[src/rtl/quad_step_decoder.sv]
// quad_step_decoder
// Quadrature encoder front end: synchronises and glitch-filters the A/B
// channels, decodes Gray-code transitions into single-cycle step pulses
// with a direction flag, and keeps a loadable wrap-around position count.
// Double-bit transitions set a sticky error flag.
//
// Ports:
//   clk      in   system clock, rising edge
//   rst      in   asynchronous active-high reset
//   enable   in   1: legal steps move count / pulse step; 0: decode only
//   load     in   synchronous load of data_in into count (wins over a step)
//   data_in  in   [WIDTH-1:0] load value
//   quad_a   in   encoder channel A (asynchronous)
//   quad_b   in   encoder channel B (asynchronous)
//   err_clr  in   clears err (a same-cycle new error wins)
//   count    out  [WIDTH-1:0] position count, wraps modulo 2^WIDTH
//   step     out  one-cycle pulse per accepted legal transition
//   dir      out  direction of last accepted step (0 up, 1 down)
//   err      out  sticky illegal-transition flag
module quad_step_decoder #(
  parameter int WIDTH       = 4,
  parameter int SYNC_STAGES = 2,
  parameter int FILTER_LEN  = 3
) (
  input  logic             clk,
  input  logic             rst,
  input  logic             enable,
  input  logic             load,
  input  logic [WIDTH-1:0] data_in,
  input  logic             quad_a,
  input  logic             quad_b,
  input  logic             err_clr,
  output logic [WIDTH-1:0] count,
  output logic             step,
  output logic             dir,
  output logic             err
);

  // The filter window is the live synchroniser output plus FILTER_LEN-1
  // older samples held in hist_q.
  localparam int HIST_LEN = (FILTER_LEN > 1) ? FILTER_LEN - 1 : 1;
  // Edges after reset before the window holds only post-reset input samples.
  localparam int FILL_MAX = SYNC_STAGES + FILTER_LEN - 1;
  localparam int FILL_W   = $clog2(FILL_MAX + 1);

  logic [SYNC_STAGES-1:0] sync_a_q;
  logic [SYNC_STAGES-1:0] sync_b_q;
  logic [1:0]             hist_q [HIST_LEN];
  logic [FILL_W-1:0]      fill_q;
  logic [1:0]             ab_q;
  logic                   primed_q;
  logic [WIDTH-1:0]       count_q, count_d;
  logic                   step_q, step_d;
  logic                   dir_q, dir_d;
  logic                   err_q, err_d;

  logic [1:0] sync_ab;
  logic       stable;
  logic       fill_done;
  logic       upd;
  logic       mv_up, mv_dn, mv_bad;

  // Up sequence in {A,B}: 00 -> 10 -> 11 -> 01 -> 00.
  function automatic logic is_up(input logic [1:0] from_ab, input logic [1:0] to_ab);
    case (from_ab)
      2'b00:   is_up = (to_ab == 2'b10);
      2'b10:   is_up = (to_ab == 2'b11);
      2'b11:   is_up = (to_ab == 2'b01);
      default: is_up = (to_ab == 2'b00);
    endcase
  endfunction

  assign sync_ab   = {sync_a_q[SYNC_STAGES-1], sync_b_q[SYNC_STAGES-1]};
  assign fill_done = (fill_q == FILL_W'(FILL_MAX));

  always_comb begin
    stable = 1'b1;
    for (int i = 0; i < FILTER_LEN - 1; i++) begin
      if (hist_q[i] != sync_ab) stable = 1'b0;
    end
  end

  // Until primed, the first settled value (once the pipeline has refilled
  // after reset) is captured silently; afterwards only changes count.
  assign upd    = stable && (primed_q ? (sync_ab != ab_q) : fill_done);
  assign mv_up  = is_up(ab_q, sync_ab);
  assign mv_dn  = is_up(sync_ab, ab_q);
  assign mv_bad = ((ab_q ^ sync_ab) == 2'b11);

  always_comb begin
    step_d  = upd && primed_q && (mv_up || mv_dn) && enable;
    dir_d   = step_d ? mv_dn : dir_q;
    count_d = count_q;
    if (step_d) count_d = mv_dn ? count_q - WIDTH'(1) : count_q + WIDTH'(1);
    if (load)   count_d = data_in;
    err_d = err_q;
    if (err_clr) err_d = 1'b0;
    if (upd && primed_q && mv_bad) err_d = 1'b1;
  end

  always_ff @(posedge clk or posedge rst) begin
    if (rst) begin
      sync_a_q <= '0;
      sync_b_q <= '0;
      for (int i = 0; i < HIST_LEN; i++) hist_q[i] <= 2'b00;
      fill_q   <= '0;
      ab_q     <= 2'b00;
      primed_q <= 1'b0;
      count_q  <= '0;
      step_q   <= 1'b0;
      dir_q    <= 1'b0;
      err_q    <= 1'b0;
    end else begin
      sync_a_q <= {sync_a_q[SYNC_STAGES-2:0], quad_a};
      sync_b_q <= {sync_b_q[SYNC_STAGES-2:0], quad_b};
      hist_q[0] <= sync_ab;
      for (int i = 1; i < HIST_LEN; i++) hist_q[i] <= hist_q[i-1];
      if (!fill_done) fill_q <= fill_q + FILL_W'(1);
      if (upd) begin
        ab_q     <= sync_ab;
        primed_q <= 1'b1;
      end
      count_q <= count_d;
      step_q  <= step_d;
      dir_q   <= dir_d;
      err_q   <= err_d;
    end
  end

  assign count = count_q;
  assign step  = step_q;
  assign dir   = dir_q;
  assign err   = err_q;

endmodule

[config.mk]
export PLATFORM = sky130hd
export DESIGN_NAME = quad_step_decoder
export DESIGN_NICKNAME = d
export VERILOG_FILES = /design/src/rtl/quad_step_decoder.sv
export SDC_FILE = /design/constraint.sdc
export NUM_CORES = 1
export LEC_CHECK = 0
export CAP_MARGIN = 0
export CORE_MARGIN = 5
export CORE_UTILIZATION = 46
export DETAILED_ROUTE_END_ITERATION = 8
export GPL_TIMING_DRIVEN = 0
export PLACE_DENSITY = 0.73
export SLEW_MARGIN = 20
export SYNTH_ARGS = -nofsm -noshare
export SYNTH_HDL_FRONTEND = slang
export SYNTH_SLANG_ARGS = --single-unit
[constraint.sdc]
create_clock -name clk -period 2.1 [get_ports clk]
set_input_delay 0.42 -clock clk [delete_from_list [all_inputs] [get_ports clk]]
set_output_delay 0.42 -clock clk [all_outputs]
set_load 0.005 [all_outputs]
Word level (Yosys, flattened, before mapping). Cells that the tools add are included.

Flip-flop bits (word level): 21. Input bits: 11. Word-level logic and storage cells: 46.

Add/subtract/negate cells: 3. Equality and inequality tests: 11. Muxes and demuxes: 10. Bitwise operators: 1. Reductions and logical operators: 10.

Operator list (number): 4-bit two-way mux (3); 2-bit equality test (second input constant) (5); 2-bit inequality test (3); 1-bit one-hot mux with 3 select lines (2); 1-bit logical AND (5); 1-bit two-way mux (5); 4-bit by 1-bit adder with 4-bit output (second input constant) (1); 2-bit by 1-bit equality test with 1-bit output (second input constant) (2); 2-bit logical NOT (2); 2-bit nonzero test (2); 4-bit by 1-bit subtractor with 4-bit output (second input constant) (1); 3-bit by 1-bit adder with 3-bit output (second input constant) (1); 3-bit equality test (second input constant) (1); 2-bit bitwise XOR (1); 1-bit logical OR (1).

Logic depth before layout (Yosys ltp).
Depth after elaboration: 9. Gate-level depth with buffers: 8.

Worst setup path before layout. OpenSTA, ideal clock, no wires.

Path kind: reg2reg. Start point: register sync_a_q[1]. End point: register count_q[3], in the netlist count[3]. Arrival time: 1.878 ns. Data required time: 2.018 ns. Slack: 0.140 ns. Stages on the path, launching flop included: 9. Cell sequence: dfrtp_1 -> buf_6 -> xor2_1 -> nor2_1 -> ha_1 -> a21oi_1 -> a211o_1 -> a41o_1 -> a31oi_1.

Elaborated cells on any way between the ends: 21. Those cells by class: 6 x eq/ne; 8 x mux; 7 x reduce/logical.

RTL lines: from (decl) (RTL line 46) `logic [SYNC_STAGES-1:0] sync_a_q;`; from (signal assigned) (RTL line 114) `sync_a_q <= {sync_a_q[SYNC_STAGES-2:0], quad_a};`; 2-bit equality test / 2-bit logical NOT (equally long branches) (RTL line 65) `case (from_ab)`; 1-bit one-hot mux with 3 select lines * (RTL line 65); net mv_dn (RTL line 61) `logic mv_up, mv_dn, mv_bad;`; 1-bit logical OR (RTL line 91) `step_d = upd && primed_q && (mv_up || mv_dn) && enable;`; 1-bit logical AND (2 in a row) (RTL line 91); 2-bit nonzero test (no line); to (signal assigned) (RTL line 123) `count_q <= count_d;`; to (decl) (RTL line 52) `logic [WIDTH-1:0] count_q, count_d;`.

Mark *: on every way through the listed nets, which the timed path passes. The rest lies on a longest branch. The select of a mux whose other input is x is not followed. A chain may end at the register's enable or synchronous reset.

Worst setup path after layout.
Start point: register ab_q[1]. End point: register count_q[3], in the netlist count[3].

Elaborated cells on any way between the ends: 17. Those cells by class: 4 x eq/ne; 6 x mux; 7 x reduce/logical.

RTL lines: from (decl) (RTL line 50) `logic [1:0] ab_q;`; from (signal assigned) (RTL line 120) `ab_q <= sync_ab;`; 2-bit by 1-bit equality test with 1-bit output, or another cell as far along (RTL line 68) `2'b11: is_up = (to_ab == 2'b01);`; 1-bit one-hot mux with 3 select lines * (RTL line 65); net mv_dn (RTL line 61); 1-bit logical OR (RTL line 91); 1-bit logical AND (2 in a row) (RTL line 91); 2-bit nonzero test (no line).

Marked as above.

==> reports/qor.txt <==
Chip height -> 58.3 um
# nets final -> 132
# rows -> 17
Path depth of the worst reg2reg path -> 8
CTS clk-pin slew, worst paths -> 0.11 ns
Yosys reg bits -> 21
Initial antenna violation count -> 0
Compound-Gate Fraction of Synth Area -> 15.2%
Multi-input logic area -> 581 um2
Hold-critical path depth -> 0
Hold Path Class -> register to register
Vias post-DR -> 780
Diode count -> 0
# DRC -> 0
Setup_tns -> 0 ns
Fraction of layout cells with a size suffix above 1 -> 20.9%
CP Launch Type -> register
Sequential-to-total area share from yosys stat -> 49.0%
VDD IR max -> 0.448 mV
Worst-Margin Slew -> 0.774 ns
Post-Synth XOR/XNOR Area -> 9.67%
Period utilization -> 96.4%
DRT iter0 DRCs -> 13
Worst Skew -> 0.00572 ns
Core box area -> 2210 um2
Global route total overflow -> 0
Num Clock Sinks -> 21
Status -> finished, final reports clean
Largest family of logic cells by synthesized area -> compound AO/OA/AOI/OAI gates
Fmax -> 494 MHz
Mapped Nets -> 109
Finished Core Util -> 62.7%
H-tree depth -> 1
Final setup viols -> 0
Vias in the first global route -> 806
Pre-Repair DR Iteration Count -> 4
Final Total Pwr -> 0.945 mW
Slew HR -> 48.4%
I/O Buffers -> 17
Most frequent cells in the layout -> dfrtp_1, clkdlybuf4s50_1, nand2_1
Final ANT Viol Nets -> 0
RePlAce Congestion -> 0.830
Total GRT Usage -> 13.3%
Root Buffer -> clkbuf_4
Netlist cell types -> 37
Fillers -> 178
Fin. Hold Viols -> 0
Post-DP HPWL -> 1.50 mm
YS warnings -> 0
Crit path DAT -> 2.25 ns
Num CTS Buffers -> 3
Syn avg cell area -> 11.5 um2
Setup crit end kind -> register
Max-capacitance violation count -> 0
Starting Density -> 48.5%
Worst setup path class -> register to register
Period minus WS final -> 2.02 ns
Routed Wire Length -> 2.03 mm
Most common cell after layout, fill and taps aside -> dfrtp_1
Die Wd -> 58.3 um
Mux contribution to synthesized area -> 4.08%
Min Hold Slack -> 0.363 ns
First-pass GRT wire length -> 3.52 mm
Post-Syn Instances -> 93
Cell Pwr Density -> 681 nW/um2
Max-slew violation count -> 0
Simple-Gate Fraction of Synth Area -> 12.0%
# IOs -> 18
Sequential Area -> 526 um2
Area growth syn-to-layout -> 29.3%
Required @ worst endpoint -> 2.33 ns
Cell Area, Synth -> 1070 um2
CTS tree -> yes
Via-to-Cell Ratio -> 5.45
Synth Area in Adders -> 6.53%
Die area -> 3400 um2
Leak -> 0.592 nW
Max FO, Critical Path -> 6
Clk_lat worst skew -> 0.30 ns
Wire per inst -> 14.2 um
Largest net degree at the start of global routing -> 22
Clock Tree Buf Depth -> 2
critical path, cell delays in order, from the launching register on:
cell	delay [ns]
dfrtp_1	0.38
clkbuf_4	0.19
xnor2_4	0.22
nor2_4	0.08
ha_4	0.29
nand3_1	0.11
a211o_1	0.30
a41o_1	0.23
a31oi_1	0.16
per-layer routing:
layer,wire length [um],GRT usage [%]
met5,0,0
met2,1050,22.5
met4,27,3.97
met3,60,3.29
met1,887,16.8
sequential cells by signal, summed over array words and instances (netlist names):
register,flops
ab_q,2
count,4
dir,1
err,1
fill_q,3
hist_q,4
primed_q,1
step,1
sync_a_q,2
sync_b_q,2
cells in the mapped netlist:
cell type | count | area (um2)
o41ai_1 | 1 | 8.76
nand2_1 | 8 | 30.0
xnor3_4 | 1 | 26.3
a221o_1 | 1 | 10.0
a41o_1 | 1 | 10.0
nor2_1 | 8 | 30.0
a22oi_1 | 1 | 7.51
or3_1 | 1 | 6.26
nor4b_1 | 1 | 8.76
buf_2 | 1 | 5.00
ha_1 | 4 | 50.1
fa_1 | 1 | 20.0
dfrtp_1 | 21 | 526
a21o_2 | 1 | 8.76
mux2i_1 | 1 | 10.0
o2111ai_1 | 1 | 8.76
nor3_1 | 1 | 5.00
or3_4 | 1 | 11.3
xnor2_1 | 4 | 35.0
buf_6 | 1 | 11.3
o31ai_1 | 1 | 7.51
o21ai_0 | 2 | 10.0
a31o_2 | 1 | 8.76
o211ai_1 | 1 | 7.51
nor2_4 | 1 | 11.3
nand2b_1 | 1 | 6.26
a21oi_1 | 3 | 15.0
a32oi_1 | 1 | 8.76
a22o_2 | 1 | 10.0
a211o_1 | 1 | 8.76
nand3_1 | 4 | 20.0
xor2_1 | 2 | 17.5
a2111oi_1 | 2 | 20.0
a31oi_1 | 2 | 12.5
inv_1 | 6 | 22.5
xor3_2 | 1 | 25.0
mux2_2 | 3 | 33.8
final cells by class:
| class | count | share of cell area [%] |
|---|---|---|
| plain buffers | 2 | 1.35 |
| flip-flops and latches | 21 | 37.9 |
| clock inverters | 1 | 0.361 |
| inverters | 6 | 1.62 |
| well taps | 28 | 2.52 |
| clock buffers | 3 | 1.62 |
| multi-input cells | 64 | 41.8 |
| repair buffers | 18 | 12.8 |
logic make-up after synthesis:
| kind of cell | after synthesis |
|---|---|
| flip-flops | 21 |
| multiplexers | 4 |
| adder cells (fa/ha/maj) | 5 |
| buffers and inverters | 8 |
| XOR/XNOR | 8 |
| AND/OR/NAND/NOR | 26 |
| AO/OA/AOI/OAI | 21 |
repair_timing:
action,4_1_cts,5_1_grt
hold buffers,0,0
gates resized for setup,5,6
cloned,0,0
setup endpoints to repair,1,2
pin swaps,0,1
buffers inserted,0,1
where the power goes:
group	internal (mW)	switching [mW]
Clock	0.0710	0.116
Sequential	0.434	0.0387
Combinational	0.156	0.128
metrics by stage:
stage	std cells	area [um2]	setup WS, ns
floorplan	93	1070	0.140
global placement	138	1280	-0.0319
detailed placement	138	1280	-0.0766
CTS	142	1330	0.0140
global route	143	1390	-0.0243
finish	143	1390	0.0765
worst paths after layout:
check | start | end | slack (ns)
setup / recovery | ab_q[1]$_DFFE_PP0N_ | count[3]$_DFFE_PP0P_ | 0.08
hold / removal | sync_b_q[0]$_DFF_PP0_ | sync_b_q[1]$_DFF_PP0_ | 0.36
setup reg to reg | ab_q[1]$_DFFE_PP0N_ | count[3]$_DFFE_PP0P_ | 0.08
hold reg to reg | sync_b_q[0]$_DFF_PP0_ | sync_b_q[1]$_DFF_PP0_ | 0.36
max in group asynchronous | rst | ab_q[0]$_DFFE_PP0N_ | 1.06
min in group asynchronous | rst | step$_DFF_PP0_ | 0.55
No activity file was read; power rests on OpenSTA's default activity.
